[config.mk]
export PLATFORM = sky130hd
export DESIGN_NAME = sprite_blitter
export DESIGN_NICKNAME = d
export VERILOG_FILES = /design/src/rtl/sprite_blitter.sv
export SDC_FILE = /design/constraint.sdc
export NUM_CORES = 1
export LEC_CHECK = 0
export CORE_UTILIZATION = 30
export CTS_CLUSTER_SIZE = 10
export DETAILED_ROUTE_END_ITERATION = 12
export SYNTH_ARGS = -nofsm -noshare
export SYNTH_HDL_FRONTEND = slang
export SYNTH_SLANG_ARGS = --single-unit
[constraint.sdc]
create_clock -name clk -period 10.45 [get_ports clk]
set_input_delay 2.6125 -clock clk [delete_from_list [all_inputs] [get_ports clk]]
set_output_delay 2.6125 -clock clk [all_outputs]
set_load 0.005 [all_outputs]
[src/rtl/sprite_blitter.sv]
// Copies one APPLE_W x APPLE_H sprite from the sprite ROM into the frame buffer at a
// signed screen position, skipping transparent and off-screen pixels.
module sprite_blitter #(
    parameter int          SCREEN_W    = 800,
    parameter int          SCREEN_H    = 600,
    parameter int          APPLE_W     = 22,
    parameter int          APPLE_H     = 22,
    parameter int          ROM_LAT     = 1,
    parameter logic [11:0] TRANSPARENT = 12'h000
) (
    input  logic        clk,
    input  logic        clr,
    input  logic        req_valid,
    output logic        req_ready,
    input  logic [11:0] req_x,
    input  logic [11:0] req_y,
    output logic [8:0]  rom_addr,
    input  logic [11:0] rom_data,
    output logic        fb_we,
    output logic [18:0] fb_addr,
    output logic [11:0] fb_data,
    output logic        busy,
    output logic        done
);

    localparam int unsigned NPIX = APPLE_W * APPLE_H;
    localparam int          CW   = $clog2(APPLE_W);
    localparam int          RW   = $clog2(APPLE_H);
    localparam int          DW   = $clog2(ROM_LAT + 1);

    localparam logic [1:0] S_IDLE  = 2'd0;
    localparam logic [1:0] S_READ  = 2'd1;
    localparam logic [1:0] S_DRAIN = 2'd2;

    logic [1:0]        state;
    logic [CW-1:0]     col;
    logic [RW-1:0]     row;
    logic [DW-1:0]     drain_cnt;
    logic signed [11:0] x_org;
    logic signed [11:0] y_org;

    logic [CW-1:0]      pipe_c [ROM_LAT];
    logic [RW-1:0]      pipe_r [ROM_LAT];
    logic [ROM_LAT-1:0] pipe_v;

    logic               accept;
    logic signed [11:0] px;
    logic signed [11:0] py;
    logic               in_bounds;
    logic               wr;
    logic [18:0]        lin_addr;

    assign req_ready = (state == S_IDLE) || done;
    assign busy      = (state != S_IDLE);
    assign accept    = req_valid && req_ready;

    always_ff @(posedge clk or posedge clr) begin
        if (clr) begin
            state     <= S_IDLE;
            col       <= '0;
            row       <= '0;
            drain_cnt <= '0;
            x_org     <= '0;
            y_org     <= '0;
            rom_addr  <= '0;
            done      <= 1'b0;
        end else begin
            done <= 1'b0;
            case (state)
                S_IDLE: begin
                    if (accept) begin
                        state    <= S_READ;
                        x_org    <= req_x;
                        y_org    <= req_y;
                        rom_addr <= '0;
                        col      <= '0;
                        row      <= '0;
                    end
                end
                S_READ: begin
                    if (rom_addr == 9'(NPIX - 1)) begin
                        state     <= S_DRAIN;
                        drain_cnt <= '0;
                    end else begin
                        rom_addr <= rom_addr + 9'd1;
                        if (col == CW'(APPLE_W - 1)) begin
                            col <= '0;
                            row <= row + 1'b1;
                        end else begin
                            col <= col + 1'b1;
                        end
                    end
                end
                S_DRAIN: begin
                    // Last ROM read plus the write register must flush before done.
                    if (drain_cnt == DW'(ROM_LAT)) begin
                        state <= S_IDLE;
                        done  <= 1'b1;
                    end else begin
                        drain_cnt <= drain_cnt + 1'b1;
                    end
                end
                default: state <= S_IDLE;
            endcase
        end
    end

    // Pixel coordinates travel alongside the ROM read so they line up with rom_data.
    always_ff @(posedge clk or posedge clr) begin
        if (clr) begin
            pipe_v <= '0;
            for (int unsigned i = 0; i < ROM_LAT; i++) begin
                pipe_c[i] <= '0;
                pipe_r[i] <= '0;
            end
        end else begin
            pipe_c[0] <= col;
            pipe_r[0] <= row;
            pipe_v[0] <= (state == S_READ);
            for (int unsigned i = 1; i < ROM_LAT; i++) begin
                pipe_c[i] <= pipe_c[i-1];
                pipe_r[i] <= pipe_r[i-1];
                pipe_v[i] <= pipe_v[i-1];
            end
        end
    end

    always_comb begin
        px        = x_org + $signed(12'(pipe_c[ROM_LAT-1]));
        py        = y_org + $signed(12'(pipe_r[ROM_LAT-1]));
        in_bounds = !px[11] && !py[11]
                    && ($unsigned(px) < 12'(SCREEN_W))
                    && ($unsigned(py) < 12'(SCREEN_H));
        wr        = pipe_v[ROM_LAT-1] && (rom_data != TRANSPARENT) && in_bounds;
        lin_addr  = 19'($unsigned(py)) * 19'(SCREEN_W) + 19'($unsigned(px));
    end

    always_ff @(posedge clk or posedge clr) begin
        if (clr) begin
            fb_we   <= 1'b0;
            fb_addr <= '0;
            fb_data <= '0;
        end else begin
            fb_we <= wr;
            if (wr) begin
                fb_addr <= lin_addr;
                fb_data <= rom_data;
            end
        end
    end

endmodule
-- Word level (Yosys, flattened, before mapping)
Index checks and enable logic that the tools add are counted.
- register bits: 90
- output and inout bits: 44
- word-level logic and storage cells: 71
- bits of input ports: 39
- order comparisons: 2
- add/subtract/negate cells: 7
- muxes and demuxes: 19
- equality and inequality tests: 9
- $mul: 1
- reduce and logical (&&, ||, !) cells: 19
- operators by type and width (cell ; number):
    2-to-1 mux 5 bit ; 5
    adder 12 x 6 -> 12 bit ; 2
    less-than comparator 12 x 10 -> 1 bit, second input constant ; 2
    one-hot mux 5 bit (2 select lines) ; 2
    adder 19 x 12 -> 19 bit ; 1
    2-to-1 mux 9 bit ; 2
    one-hot mux 9 bit (2 select lines) ; 1
    multiplier 12 x 5 -> 14 bit, second input constant ; 1
    nonzero test 12 bit ; 1
    adder 5 x 1 -> 5 bit, second input constant ; 2
    != test 2 bit, second input constant ; 5
    adder 9 x 1 -> 9 bit, second input constant ; 1
    == test 9 bit, second input constant ; 1
    logical AND 1 bit ; 6
    2-to-1 mux 2 bit ; 3
    one-hot mux 2 bit (3 select lines) ; 1
    AND reduction 3 bit ; 2
    nonzero test 2 bit ; 3
    == test 5 bit, second input constant ; 1
    2-to-1 mux 1 bit ; 4
    AND reduction 2 bit ; 2
    AND reduction 4 bit ; 1
    == test 2 x 1 -> 1 bit, second input constant ; 1
    == test 2 bit, second input constant ; 1
    5 further kinds ; 6

-- Logic depth before layout (Yosys ltp)
Gate-level depths: netlist (run 1).
- depth after elaboration: 6
- depth in mapped cells: 21

-- Worst setup path before layout (run 1)
Ideal clock, no wire load.
- path kind: reg2reg
- from: register y_org[1]
- to: register fb_addr[18]
- cell stages (with the launch flop): 22
- setup slack: 5.702 ns
- library setup time: 0.125 ns
- arrival time: 4.623 ns
- data required time: 10.325 ns
- cells stage by stage: dfrtp_1 -> ha_1 -> a211oi_2 -> o21bai_1 -> a21oi_1 -> xnor2_1 -> inv_1 -> ha_1 -> inv_1 -> ha_1 -> inv_1 -> fa_1 -> inv_1 -> ha_1 -> nand3_1 -> o2111ai_1 -> xor2_1 -> o311ai_0 -> nor2_1 -> nand3_1 -> xnor3_1 -> mux2_4
- word-level cells in the longest chain between the ends: 6
- ends and longest elaborated chain (element ; RTL line ; source):
    start, declared ; 40 ; logic signed [11:0] y_org;
    start signal, assigned ; 74 ; y_org <= req_y;
    adder 12 x 6 -> 12 bit (*) ; 130 ; py = y_org + $signed(12'(pipe_r[ROM_LAT-1]));
    parallel branches: the longest is 5 deep, another holds adder 19 x 12 -> 19 bit ; - ;
    end signal, assigned ; 146 ; fb_addr <= lin_addr;
    end, declared ; 20 ; output logic [18:0] fb_addr,
Mark *: on every way between the ends.
A chain may end at the register's enable or synchronous reset.

-- Worst setup path in the final report (run 1)
Same ends and word-level chain as after synthesis.

==> flow_summary_export.csv, run 1 <==
group,metric,value,unit
run_status,status,"completed",
clocking,cts_setup_buffers,0,
job,maxCapViolCount,0,
clocking,clk_latency,0.35,ns
sta,slew_violations,0,
sta,finalCritPeriodShare,50.1,%
clocking,ctsResizeCount,0,
clocking,cts_max_level,3,
placement,pre_cts_ws,5.14,ns
logic_synthesis,ys_seq_area_share,40.5,%
detailed_routing,wirelength,11100,um
finish,diodes,0,
floorplanning,die-area,19100,um2
floorplanning,ios,83,
sta,setup_viol,0,
sta,max_freq,191,MHz
placement,gp_congestion,0.809,
clocking,cts_made_buffers,9,
global_routing,antenna_found_initial,3,
sta,rsz0062_at_grt,"false",
logic_synthesis,synth_edf_count,0,
logic_synthesis,async_reset_ff_share,100,%
global_routing,grt_pass1_wl,19100,um
finish,final_nets,695,
critical_path,start_kind,"flop",
critical_path,crit_type,"reg -> reg",
sta,worst_pin_slew,0.943,ns
clocking,clockRootBuffer,"clkbuf_16",
clocking,cts.sinks,90,
global_routing,grt_pass1_vias,3939,
detailed_routing,wire_per_inst,13.4,um
finish,finish.utilization,38.3,%
logic_synthesis,yosysWarningCount,0,
power,ir_worst_vdd,0.000335,V
logic_synthesis,syn_avg_cell_area,11.0,um2
logic_synthesis,synth_top_area_share,40.5,%
sta,final.min_clock_period,5.24,ns
sta,setup_slack,5.21,ns
worst_hold_path,hp-class,"reg -> reg",
detailed_routing,ant_nets,0,
sta,skew,0.0101,ns
logic_synthesis,synth_seq_cells,90,
logic_synthesis,synthesis.area,5550,um2
power,p_per_area,364,nW/um2
detailed_routing,via_per_inst,4.58,
detailed_routing,drcViolationCount,0,
floorplanning,fp.dieH,138,um
finish,syn2layout_area_growth,24.2,%
critical_path,worstPathArrival,5.46,ns
logic_synthesis,ys_types,53,
clocking,path_clk_slew,0.07,ns
global_routing,grt.total_usage,12.4,%
sta,slew_headroom,37.1,%
logic_synthesis,synth_nets,609,
placement,port_buffers,82,
logic_synthesis,synth_area_leaders,"dfrtp_1 41%, ha_1 12%, mux2_4 7.0%",
clocking,clockBufferDepth,2,
sta,hold_viol,0,
clocking,tritoncts,"yes",
detailed_routing,drt-pass1-iter-count,4,
sta,tns,0,ns
floorplanning,start_util,30.8,%
sta,holdWs,0.396,ns
logic_synthesis,yosys.area.top_type,"dfrtp_1",
detailed_routing,vias,3775,
placement,post-dp-hpwl,8670,um
floorplanning,fp-row-count,49,
power,p_leak,3.25,nW
detailed_routing,drt_first_iter_violations,120,
logic_synthesis,syn_inst,506,
global_routing,gr-total-overflow,0,
clocking,hold_buffers,0,
critical_path,setup.worst_path.end_class,"flop",
finish,drive_above_1_share,13.1,%
floorplanning,die_x,138,um
floorplanning,core,18000,um2
critical_path,critPathRequiredTime,10.68,ns
critical_path,critPathMaxFanout,5,
logic_synthesis,dominantRegCellSynth,"dfrtp_1",
global_routing,grt_max_degree,76,
[sequential cells by signal, summed over array words and instances, names as in the netlist, 5 cells and up]
register	cells
fb_addr	19
row	5
fb_data	12
col	5
y_org	12
pipe_r	5
rom_addr	9
x_org	12
pipe_c	5
[worst max-delay path: stages, from the launching register on]
cell and delay (ns):
dfrtp_1 0.43, ha_1 0.34, a211oi_2 0.30, o21bai_1 0.11, a21oi_1 0.21, xnor2_1 0.29
inv_1 0.09, ha_1 0.29, inv_1 0.04, ha_1 0.27, inv_1 0.05, fa_1 0.53
inv_1 0.04, ha_1 0.36, nand3_1 0.10, o2111ai_1 0.28, xor2_1 0.29, o311ai_0 0.18
nor2_1 0.18, nand3_1 0.12, xnor3_1 0.36, mux2_4 0.27
[stage by stage]
stage	instances	total power, mW	cell area [um2]
5_1_grt	825	2.77	6900
2_1_floorplan	506	1.80	5550
6_report	825	2.51	6900
3_5_place_dp	810	2.21	6620
3_3_place_gp	810	2.18	6620
4_1_cts	825	2.54	6900
[final timing paths]
path | cells after the start | end | slack, ns | from
worst max-delay path | 21 | fb_addr[18]$_DFFE_PP0P_ | 5.21 | y_org[1]$_DFFE_PP0P_
worst min-delay path | 0 | pipe_r[4]$_DFF_PP0_ | 0.40 | row[4]$_DFFE_PP0P_
worst max register to register | 21 | fb_addr[18]$_DFFE_PP0P_ | 5.21 | y_org[1]$_DFFE_PP0P_
worst min register to register | 0 | pipe_r[4]$_DFF_PP0_ | 0.40 | row[4]$_DFFE_PP0P_
max in group asynchronous | 3 | fb_data[3]$_DFFE_PP0P_ | 6.71 | clr
min in group asynchronous | 2 | done$_DFF_PP0_ | 2.52 | clr
[layout make-up]
cell class / instances / area (um2)
well taps: 229 / 287
clock inverters: 6 / 51.3
multi-input cells: 356 / 3050
fillers: 1783 / 11100
repair buffers: 84 / 836
inverters: 51 / 193
clock buffers: 9 / 225
flip-flops and latches: 90 / 2250
[layer usage]
metal / up-vias / routed length (um) / GRT usage (%)
li1: 1898 / - / -
met2: 75 / 5210 / 20.1
met4: 6 / 93 / 2.95
met5: - / 40 / 0
met3: 13 / 677 / 4.88
met1: 1783 / 5060 / 15.5
[cell usage after synthesis (all sizes together) (5+ instances only)]
| cell | n |
|---|---|
| nand4 | 8 |
| ha | 55 |
| nand3 | 12 |
| fa | 9 |
| clkbuf | 5 |
| dfrtp | 90 |
| and3 | 6 |
| nor2 | 40 |
| a21oi | 19 |
| mux2 | 49 |
| nand2 | 26 |
| inv | 51 |
| xnor2 | 24 |
| nand2b | 7 |
| o21ai | 18 |
| or2 | 6 |
| xor2 | 27 |
[power breakdown]
part / leakage (nW) / switching [mW] / total, mW / internal (mW)
registers: 1.10 / 0.0942 / 0.564 / 0.470
logic: 2.02 / 0.801 / 1.64 / 0.839
clock network: 0.126 / 0.143 / 0.306 / 0.163
total: 3.25 / 1.04 / 2.51 / 1.47
[layout by cell type, fill, tap and decap left out, types with 3 or more instances in the layout]
cell type,count
nor3_1,4
clkdlybuf4s50_1,82
nand2_1,26
xnor2_1,24
inv_1,50
nand2b_1,7
a21oi_1,17
mux2_4,26
mux2i_1,4
nor2_1,40
nand3_1,12
clkbuf_16,9
ha_1,55
fa_1,9
mux2_2,23
a211oi_1,3
dfrtp_1,90
o21ai_0,17
o21bai_1,4
a21o_1,4
clkinvlp_4,3
nand4_1,8
nor4_1,3
and3_1,6
or2_2,5
xor2_1,26
[cells by family (layout without fill, tap and decap cells)]
| logic type | Yosys count | count (layout) | share of synthesized area (%) |
|---|---|---|---|
| and+or+nand+nor | 123 | 123 | 10.8 |
| muxes | 53 | 53 | 12.4 |
| AOI/OAI and AO/OA | 64 | 64 | 7.52 |
| xor gates and xnor gates | 52 | 52 | 8.58 |
| DFF | 90 | 90 | 40.5 |
| buffers and inverters | 60 | 150 | 4.48 |
| adders and majority gates | 64 | 64 | 15.6 |
No activity file was read; power rests on OpenSTA's default activity.
==> inputs of run 2 (changes only) <==
Clock period 10.45 ns to 4.4 ns, I/O delays scaled along.
==> run 2 against run 1 <==
The flow now finishes with violations (negative setup slack). Fmax is 14% higher. Routed wire length up 10%. Via count is 5.7% higher. Global-route usage rose by 0.92 points. Register-to-register slack got worse by 5.4 ns. Die area stayed put. Cell count grew 6.1%. Design area rose by 11%. Worst setup slack worse by 5.4 ns. Critical path type unchanged.
==> flow_summary_export.csv, run 2 (synthesis results as in run 1) <==
group,metric,value,unit
worst_hold_path,holdCritStartpoint,"row[4]$_DFFE_PP0P_",
critical_path,crit_type,"reg -> reg",
sta,final.min_clock_period,4.58,ns
critical_path,critPathRequiredTime,4.63,ns
detailed_routing,ant_nets,0,
run_status,status,"finished, violations left",
clocking,path_clk_slew,0.07,ns
detailed_routing,drt-pass1-iter-count,4,
detailed_routing,drcViolationCount,0,
floorplanning,die_x,138,um
clocking,hold_buffers,0,
detailed_routing,wire_per_inst,13.9,um
critical_path,start_kind,"flop",
sta,slew_violations,0,
global_routing,use_met3,2.74,%
sta,slew_headroom,60.5,%
detailed_routing,via_per_inst,4.56,
critical_path,regToRegSetupSlack,-0.18,ns
critical_path,critPathMaxFanout,5,
placement,post-dp-hpwl,9020,um
placement,port_buffers,82,
global_routing,grt_max_degree,38,
sta,finalCritPeriodShare,104,%
critical_path,crit_chain,"buf_4 -> fa_2 -> a21oi_2 -> nor2b_1 -> nor2_2 -> xnor2_2 -> ha_1 -> ha_1 -> inv_1 -> fa_1 -> inv_2 -> ha_4 -> nand3_2 -> o2111ai_2 -> xor2_1 -> o311ai_2 -> nor2_2 -> nand3_2 -> xnor3_1 -> mux2_4",
critical_path,cpPeakStageDelay,0.49,ns
clocking,cts_max_level,3,
detailed_routing,drt_first_iter_violations,103,
sta,tns,-0.352,ns
worst_hold_path,worst_hold_path.num_cells,0,
sta,worst_pin_slew,0.592,ns
clocking,tritoncts,"yes",
floorplanning,core,18000,um2
placement,gp_congestion,0.824,
global_routing,grt.total_usage,13.3,%
critical_path,reg2regPathDepth,20,
clocking,cts_made_buffers,9,
critical_path,startpoint,"pipe_r[1]$_DFF_PP0_",
critical_path,crit_slowest_cell,"fa_1",
detailed_routing,vias,3991,
finish,diodes,0,
worst_hold_path,hp-class,"reg -> reg",
finish,final_nets,745,
global_routing,grt.busiest_layer,"met2",
critical_path,crit_family,"adder cells",
critical_path,r2r_end,"fb_addr[18]$_DFFE_PP0P_",
sta,hold_viol,0,
finish,finish.utilization,42.4,%
critical_path,worstPathArrival,4.82,ns
global_routing,gr-total-overflow,0,
run_status,violations,"negative setup slack",
global_routing,grt_pass1_vias,4248,
floorplanning,ios,83,
critical_path,rr_startpoint,"pipe_r[1]$_DFF_PP0_",
sta,setup_slack,-0.184,ns
finish,largest_reg_flops,19,
finish,top_register,"fb_addr",
worst_hold_path,worst_hold_path.endpoint,"pipe_r[4]$_DFF_PP0_",
finish,multiInputGateArea,3380,um2
sta,max_freq,218,MHz
global_routing,antenna_found_initial,0,
global_routing,use_met1,16.8,%
critical_path,path_buf_inv,3,
placement,placed_cell_area,6970,um2
floorplanning,start_util,30.8,%
floorplanning,fp-row-count,49,
global_routing,grt.met2_usage,22.5,%
critical_path,setup.worst_path.end_class,"flop",
finish,layout_common_cells,"90 x dfrtp_1, 82 x clkdlybuf4s50_1, 50 x buf_4",
detailed_routing,wirelength,12200,um
critical_path,cp_num_cells,20,
sta,holdWs,0.402,ns
finish,seq_area,2250,um2
finish,drive_above_1_share,26.6,%
clocking,cts.sinks,90,
sta,rsz0062_at_grt,"true",
finish,finalInstanceArea,7640,um2
sta,setup_viol,3,
finish,layout_commonest_cell,"dfrtp_1",
finish,nFillCells,1722,
finish,syn2layout_area_growth,37.6,%
floorplanning,fp.dieH,138,um
clocking,clockRootBuffer,"clkbuf_16",
sta,skew,0.00734,ns
global_routing,grt_pass1_wl,20500,um
clocking,clk_latency,0.35,ns
floorplanning,die-area,19100,um2
job,maxCapViolCount,0,
clocking,clockBufferDepth,2,
## run 2: worst max-delay path by stage
stage,to
global placement,fb_addr[18]$_DFFE_PP0P_
floorplan,fb_addr[18]$_DFFE_PP0P_
CTS,fb_addr[17]$_DFFE_PP0P_
finish,fb_addr[18]$_DFFE_PP0P_
detailed placement,fb_addr[18]$_DFFE_PP0P_
global route,fb_addr[18]$_DFFE_PP0P_
## run 2: area by class of cell
| cell class | instances | share of cell area [%] |
|---|---|---|
| timing repair buffer | 134 | 16.1 |
| tap | 229 | 3.75 |
| clock buffer | 9 | 2.95 |
| sequential | 90 | 29.5 |
| clock inverter | 6 | 0.966 |
| inverter | 51 | 2.52 |
| multi-input combinational | 356 | 44.3 |
## run 2: per-layer routing
layer	wire length [um]	part of all wire, %
met1	5730	47
met2	5830	48
met3	443	3.6
met4	179	1.5
met5	0	0
## run 2: metrics by stage
step | instances | worst slack, ns
finish | 875 | -0.184
global route | 875 | -0.488
CTS | 873 | -0.178
detailed placement | 845 | -0.219
global placement | 845 | -0.127
floorplan | 506 | -0.0351
## run 2: what timing repair did
| action | 4_1_cts | 5_1_grt |
|---|---|---|
| pin swaps | 37 | 13 |
| resized for setup | 29 | 13 |
| endpoints found under the setup margin | 4 | 5 |
| cloned | 0 | 0 |
| buffers inserted | 13 | 3 |
## run 2: worst register-to-register path: stages (launching register included)
cell and delay, ns:
dfrtp_1 0.42, buf_4 0.16, fa_2 0.39, a21oi_2 0.14, nor2b_1 0.06, nor2_2 0.14, xnor2_2 0.16, ha_1 0.28
ha_1 0.28, inv_1 0.05, fa_1 0.49, inv_2 0.05, ha_4 0.29, nand3_2 0.08, o2111ai_2 0.20, xor2_1 0.25
o311ai_2 0.15, nor2_2 0.16, nand3_2 0.10, xnor3_1 0.35, mux2_4 0.27
Power of run 2 is left out: the tool's default activity adds up to more than one toggle a clock period on the data nets, which glitch-free logic cannot reach.
